File: src/rtl/sha1_pkg.sv
// Shared SHA-1 definitions: word type, initial hash values, round constants,
// FSM state encoding and word rotate helpers.
package sha1_pkg;

    localparam int unsigned WORD_W = 32;

    typedef logic [WORD_W-1:0] word_t;

    localparam word_t H0_INIT = 32'h67452301;
    localparam word_t H1_INIT = 32'hEFCDAB89;
    localparam word_t H2_INIT = 32'h98BADCFE;
    localparam word_t H3_INIT = 32'h10325476;
    localparam word_t H4_INIT = 32'hC3D2E1F0;

    localparam word_t K0 = 32'h5A827999;
    localparam word_t K1 = 32'h6ED9EBA1;
    localparam word_t K2 = 32'h8F1BBCDC;
    localparam word_t K3 = 32'hCA62C1D6;

    typedef enum logic [1:0] {
        ST_IDLE   = 2'd0,
        ST_ROUNDS = 2'd1,
        ST_DONE   = 2'd2
    } state_t;

    function automatic word_t rotl1(input word_t x);
        return {x[30:0], x[31]};
    endfunction

    function automatic word_t rotl5(input word_t x);
        return {x[26:0], x[31:27]};
    endfunction

    function automatic word_t rotl30(input word_t x);
        return {x[1:0], x[31:2]};
    endfunction

endpackage

File: src/rtl/sha1_w_mem.sv
// SHA-1 message schedule: 16-word sliding window. o_w is always W_t for the
// current round; each advance shifts the window and appends W_t+16.
module sha1_w_mem
    import sha1_pkg::*;
(
    input  logic         i_clk,
    input  logic         i_rst_n,
    input  logic         i_load,
    input  logic         i_advance,
    input  logic [511:0] i_chunk,
    output word_t        o_w
);

    word_t r_w [16];
    word_t w_new;

    // Next schedule word: W_t+16 = rotl1(W_t+13 ^ W_t+8 ^ W_t+2 ^ W_t)
    always_comb begin
        w_new = rotl1(r_w[13] ^ r_w[8] ^ r_w[2] ^ r_w[0]);
    end

    // Window register: load big-endian words from the chunk, or shift by one
    always_ff @(posedge i_clk or negedge i_rst_n) begin
        if (!i_rst_n) begin
            for (int unsigned i = 0; i < 16; i++) begin
                r_w[i] <= '0;
            end
        end else if (i_load) begin
            for (int unsigned i = 0; i < 16; i++) begin
                r_w[i] <= i_chunk[511 - 32*i -: 32];
            end
        end else if (i_advance) begin
            for (int unsigned i = 0; i < 15; i++) begin
                r_w[i] <= r_w[i+1];
            end
            r_w[15] <= w_new;
        end
    end

    assign o_w = r_w[0];

endmodule

File: src/rtl/sha1_core.sv
// SHA-1 compression core: one 512-bit chunk per start, one round per clock,
// digest held in the H registers between chunks.
module sha1_core
    import sha1_pkg::*;
(
    input  logic         clk,
    input  logic         reset_n,
    input  logic         init,
    input  logic         next,
    input  logic [511:0] chunk,
    output logic         ready,
    output logic [159:0] out_digest,
    output logic         out_valid
);

    state_t     r_state;
    state_t     w_next_state;
    logic       w_start;
    logic       w_round_en;
    logic       w_done;

    logic [6:0] r_round;
    word_t      r_a, r_b, r_c, r_d, r_e;
    word_t      r_h [5];
    logic       r_ready;
    logic       r_valid;

    word_t      w_w;
    word_t      w_f;
    word_t      w_k;
    word_t      w_t;

    sha1_w_mem u_w_mem (
        .i_clk     (clk),
        .i_rst_n   (reset_n),
        .i_load    (w_start),
        .i_advance (w_round_en),
        .i_chunk   (chunk),
        .o_w       (w_w)
    );

    // FSM state register
    always_ff @(posedge clk or negedge reset_n) begin
        if (!reset_n) begin
            r_state <= ST_IDLE;
        end else begin
            r_state <= w_next_state;
        end
    end

    // FSM next state and per-state control strobes
    always_comb begin
        w_next_state = r_state;
        w_start      = 1'b0;
        w_round_en   = 1'b0;
        w_done       = 1'b0;
        case (r_state)
            ST_IDLE: begin
                if (init || next) begin
                    w_start      = 1'b1;
                    w_next_state = ST_ROUNDS;
                end
            end
            ST_ROUNDS: begin
                w_round_en = 1'b1;
                if (r_round == 7'd79) begin
                    w_next_state = ST_DONE;
                end
            end
            ST_DONE: begin
                w_done       = 1'b1;
                w_next_state = ST_IDLE;
            end
            default: begin
                w_next_state = ST_IDLE;
            end
        endcase
    end

    // Round function: f and K selected by round group, T combined mod 2^32
    always_comb begin
        if (r_round < 7'd20) begin
            w_f = (r_b & r_c) | (~r_b & r_d);
            w_k = K0;
        end else if (r_round < 7'd40) begin
            w_f = r_b ^ r_c ^ r_d;
            w_k = K1;
        end else if (r_round < 7'd60) begin
            w_f = (r_b & r_c) | (r_b & r_d) | (r_c & r_d);
            w_k = K2;
        end else begin
            w_f = r_b ^ r_c ^ r_d;
            w_k = K3;
        end
        w_t = rotl5(r_a) + w_f + r_e + w_k + w_w;
    end

    // Datapath: working variables, hash state, round counter and status flags
    always_ff @(posedge clk or negedge reset_n) begin
        if (!reset_n) begin
            r_round <= '0;
            r_a     <= '0;
            r_b     <= '0;
            r_c     <= '0;
            r_d     <= '0;
            r_e     <= '0;
            for (int unsigned i = 0; i < 5; i++) begin
                r_h[i] <= '0;
            end
            r_ready <= 1'b1;
            r_valid <= 1'b0;
        end else if (w_start) begin
            r_round <= '0;
            r_ready <= 1'b0;
            r_valid <= 1'b0;
            if (init) begin
                r_h[0] <= H0_INIT;
                r_h[1] <= H1_INIT;
                r_h[2] <= H2_INIT;
                r_h[3] <= H3_INIT;
                r_h[4] <= H4_INIT;
                r_a    <= H0_INIT;
                r_b    <= H1_INIT;
                r_c    <= H2_INIT;
                r_d    <= H3_INIT;
                r_e    <= H4_INIT;
            end else begin
                r_a <= r_h[0];
                r_b <= r_h[1];
                r_c <= r_h[2];
                r_d <= r_h[3];
                r_e <= r_h[4];
            end
        end else if (w_round_en) begin
            r_e     <= r_d;
            r_d     <= r_c;
            r_c     <= rotl30(r_b);
            r_b     <= r_a;
            r_a     <= w_t;
            r_round <= r_round + 7'd1;
        end else if (w_done) begin
            r_h[0]  <= r_h[0] + r_a;
            r_h[1]  <= r_h[1] + r_b;
            r_h[2]  <= r_h[2] + r_c;
            r_h[3]  <= r_h[3] + r_d;
            r_h[4]  <= r_h[4] + r_e;
            r_ready <= 1'b1;
            r_valid <= 1'b1;
        end
    end

    assign ready      = r_ready;
    assign out_valid  = r_valid;
    assign out_digest = {r_h[0], r_h[1], r_h[2], r_h[3], r_h[4]};

endmodule

File: config.mk
export PLATFORM = sky130hd
export DESIGN_NAME = sha1_core
export DESIGN_NICKNAME = d
export VERILOG_FILES = /design/src/rtl/sha1_pkg.sv /design/src/rtl/sha1_w_mem.sv /design/src/rtl/sha1_core.sv
export SDC_FILE = /design/constraint.sdc
export NUM_CORES = 2
export LEC_CHECK = 0
export ABC_AREA = 1
export CAP_MARGIN = 30
export CORE_UTILIZATION = 37
export DETAILED_ROUTE_END_ITERATION = 8
export PLACE_DENSITY = 0.68
export SETUP_SLACK_MARGIN = 0.5
export SLEW_MARGIN = 0
export SYNTH_ARGS = -nofsm -noshare
export SYNTH_HDL_FRONTEND = slang
export SYNTH_SLANG_ARGS = --single-unit
File: constraint.sdc
create_clock -name clk -period 4.2 [get_ports clk]
set_input_delay 0.42 -clock clk [delete_from_list [all_inputs] [get_ports clk]]
set_output_delay 0.42 -clock clk [all_outputs]
set_load 0.03 [all_outputs]
==> impl_metrics.ini <==
[floorplanning]
initial_utilization_pct = 37.4
ios = 678
fp-row-count = 138
chipWidth_um = 381
die_height_um = 381
core_footprint_um2 = 142000
die_area_um2 = 145000

[clock_network]
clock_sink_count = 843
htree_levels = 3
cts_root_buffer = sky130_fd_sc_hd__clkbuf_16
cts_inserted_buffers = 103
path_clk_slew_ns = 0.06
clockBufferDepth = 3
clkLatencyLatePin_ns = 0.75
tritoncts_clock_tree = yes

[placement]
routability_congestion_estimate_from_global_placement = 1.08
dpl.hpwl_um = 201000
placement.cell_area_um2 = 64300
dpl.cell_count = 9641
numPortBuffers = 677

[cells_and_area]
final_util_pct = 49.6
mostFrequentLayoutCells = sky130_fd_sc_hd__nand2_1, sky130_fd_sc_hd__dfrtp_1, sky130_fd_sc_hd__o21ai_0, sky130_fd_sc_hd__nor2_1, sky130_fd_sc_hd__clkdlybuf4s50_1
nets = 8749
syn_to_final_growth_pct = 32.7
final_design_area_no_fill_um2 = 70400
final_cells = 9913
layout.filler_cells = 13800
drive_gt1_share_pct = 12.5
mostFrequentLayoutCell = sky130_fd_sc_hd__nand2_1

[global_routing]
grt.overflow.total = 0
grt_max_degree = 256
busiest_layer = met2
track_usage_pct = 34.8
antenna_found_initial = 32
grt_util_met2_pct = 55.1
groute.layer.met1.usage_pct = 43.6
grt_util_met3_pct = 6.95
grt_pass1_wl_um = 369000
via_count_of_the_first_global_routing_pass = 53400

[setup_path]
crit_arrival_ns = 5.30
timing_worst_setup_path_type = register to register
reg2reg_depth = 25
r2r_slack_ns = -0.49
end_kind = register
crit_start_category = register
crit_fanout = 7
critPathRequiredTime_ns = 4.81

[synth]
postSynthCellCount = 7006
synth_ff_type = sky130_fd_sc_hd__dfrtp_1
synth.ff_latch_count = 843
synthesis.area_um2 = 53100
ys.warnings.count = 0
post_synth_num_cell_types = 60
synth-async-reset-ratio_pct = 100
synthesis.nets = 7841
synthesis.area_per_instance_um2 = 7.57
synth.yosys.seq_area_share_pct = 39.8
number_of_synthesized_flops_with_an_enable_pin = 0

[sta]
max_slew_margin_pct = 23.2
setup_viol = 30
drv_slew = 0
rsz0062_at_grt = true
setup_ws_ns = -0.488
finalWorstPathRequiredPeriod_ns = 4.69
clock.fmax_mhz = 213
fin_setup_tns_ns = -10.94
final_skew_ns = 0.0628
timing_worst_slew_pin_value_ns = 1.15
timing_hold_violations_final = 0
post-route-period-util_pct = 112

[pwr]
power.static_leakage_nw = 32.0
power_density_nw_per_um2 = 266
peakVddDrop_uv = 298

[detailed_routing]
avgRoutedWirePerCell_um = 26.1
avgViaCountPerCell = 5.60
remaining_drc_errors = 0
firstDrtPassIters = 8
final_antenna_net_count = 0
wirelength_um = 259000
drt-initial-drc-count = 6036
vias = 55500

[min_path]
worst_hold_path_type = input port to register
worst_hold_path.num_cells = 3

[flow_run]
maxCapViolCount = 0

[status]
violations_in_the_final_reports = setup timing
outcome = complete, but fails checks
==> final cells by class <==
| cell class | count | area (um^2) | area share, % |
|---|---|---|---|
| tap | 1890 | 2360 | 3.36 |
| antenna | 21 | 52.6 | 0.0747 |
| sequential | 843 | 21100 | 30.0 |
| inverter | 715 | 2730 | 3.88 |
| multi-input combinational | 5112 | 29600 | 42.0 |
| clock buffer | 146 | 3010 | 4.28 |
| clock inverter | 47 | 692 | 0.983 |
| timing repair buffer | 1138 | 10800 | 15.4 |
| timing repair inverter | 1 | 11.3 | 0.0160 |
==> worst max-delay path, stage by stage (launching register included) <==
cell and delay, ns:
sky130_fd_sc_hd__dfrtp_2 0.45, sky130_fd_sc_hd__o21ai_2 0.20, sky130_fd_sc_hd__nand2_2 0.12, sky130_fd_sc_hd__nand2_8 0.14, sky130_fd_sc_hd__nand2_8 0.09, sky130_fd_sc_hd__buf_8 0.15
sky130_fd_sc_hd__buf_4 0.13, sky130_fd_sc_hd__o22ai_2 0.10, sky130_fd_sc_hd__a21oi_2 0.06, sky130_fd_sc_hd__fa_1 0.49, sky130_fd_sc_hd__inv_2 0.04, sky130_fd_sc_hd__fa_1 0.48
sky130_fd_sc_hd__fa_1 0.50, sky130_fd_sc_hd__inv_1 0.06, sky130_fd_sc_hd__ha_4 0.32, sky130_fd_sc_hd__nand2_1 0.10, sky130_fd_sc_hd__buf_4 0.15, sky130_fd_sc_hd__nor2_4 0.10
sky130_fd_sc_hd__inv_1 0.06, sky130_fd_sc_hd__nor2_2 0.13, sky130_fd_sc_hd__inv_1 0.09, sky130_fd_sc_hd__or2_1 0.25, sky130_fd_sc_hd__nand4_1 0.10, sky130_fd_sc_hd__nand3_1 0.10
sky130_fd_sc_hd__nand2_1 0.10, sky130_fd_sc_hd__nand2_1 0.05
==> synthesized netlist by cell type, types with 11 or more instances <==
library cell | number | area [um^2]
sky130_fd_sc_hd__fa_1 | 125 | 2500
sky130_fd_sc_hd__o21ai_1 | 494 | 2470
sky130_fd_sc_hd__buf_2 | 166 | 831
sky130_fd_sc_hd__o22ai_1 | 110 | 688
sky130_fd_sc_hd__o21bai_1 | 37 | 278
sky130_fd_sc_hd__nand3_1 | 238 | 1190
sky130_fd_sc_hd__a21o_1 | 24 | 180
sky130_fd_sc_hd__xnor2_1 | 89 | 780
sky130_fd_sc_hd__xor2_1 | 13 | 114
sky130_fd_sc_hd__nor3_1 | 37 | 185
sky130_fd_sc_hd__a211oi_1 | 17 | 128
sky130_fd_sc_hd__o21a_1 | 24 | 180
sky130_fd_sc_hd__nand4_1 | 56 | 350
sky130_fd_sc_hd__a22oi_1 | 24 | 180
sky130_fd_sc_hd__nand2_1 | 1383 | 5190
sky130_fd_sc_hd__o21ai_0 | 829 | 4150
sky130_fd_sc_hd__clkbuf_1 | 153 | 574
sky130_fd_sc_hd__o31ai_1 | 12 | 90.1
sky130_fd_sc_hd__o221ai_1 | 78 | 683
sky130_fd_sc_hd__nor2_1 | 835 | 3130
sky130_fd_sc_hd__dfrtp_1 | 842 | 21100
sky130_fd_sc_hd__inv_1 | 705 | 2650
sky130_fd_sc_hd__a21oi_1 | 338 | 1690
sky130_fd_sc_hd__buf_4 | 11 | 82.6
sky130_fd_sc_hd__or2_2 | 21 | 131
sky130_fd_sc_hd__ha_1 | 194 | 2430
sky130_fd_sc_hd__nand3b_1 | 21 | 158
sky130_fd_sc_hd__a221oi_1 | 16 | 140
==> registers in the layout (all words and copies together) (netlist names) <==
| signal | count |
|---|---|
| u_w_mem.o_w | 32 |
| r_d | 32 |
| out_digest | 160 |
| r_state | 2 |
| r_a | 32 |
| out_valid | 1 |
| r_b | 32 |
| u_w_mem.r_w | 480 |
| r_round | 7 |
| r_c | 32 |
| ready | 1 |
| r_e | 32 |
==> report_power, final <==
group | total [W] | internal (W) | switching (W)
logic | 0.000793 | 0.000447 | 0.000346
clock network | 0.00982 | 0.00582 | 0.00400
registers | 0.00812 | 0.00812 | 0
total | 0.0187 | 0.0144 | 0.00435
==> per-stage QoR <==
| step | setup slack, ns | hold WS, ns | power [W] |
|---|---|---|---|
| final | -0.488 | 0.289 | 0.0187 |
| after global placement | -0.650 | 0.457 | 0.00906 |
| after global routing | -0.659 | 0.290 | 0.0192 |
| after detailed placement | -0.704 | 0.464 | 0.00906 |
| after floorplan | -0.00280 | 0.124 | 0.00828 |
| after CTS | -0.413 | 0.236 | 0.0188 |
==> metal layers <==
metal	wire, um	vias to the layer above
met1	102000	27000
met4	17700	22
met2	118000	2685
met3	21700	566
li1	-	25200
met5	138	-
==> timing repair <==
action,in CTS,in global routing
hold buffers,1,0
setup endpoints to repair,31,31
setup buffers,26,28
gates resized for setup,222,230
pin swaps,72,117
hold endpoints to repair,59,0
gates cloned,1,0
==> final timing paths <==
path                                          to            start
worst max-delay path                     r_a[22]       r_round[3]
worst min-delay path            u_w_mem.r_w[429]       chunk[429]
worst max register to register           r_a[22]       r_round[3]
worst min register to register   u_w_mem.r_w[25]  u_w_mem.r_w[25]
max in group asynchronous        u_w_mem.o_w[31]          reset_n
min in group asynchronous         out_digest[87]          reset_n
==> cells by family after synthesis <==
kind of cell / synth area share, %
simple gates: 20.3
compound gates: 21.0
buf+inv: 7.95
flops: 39.8
fa+ha+maj: 9.29
xor+xnor: 1.68
Power figures use the tool's default switching activity.
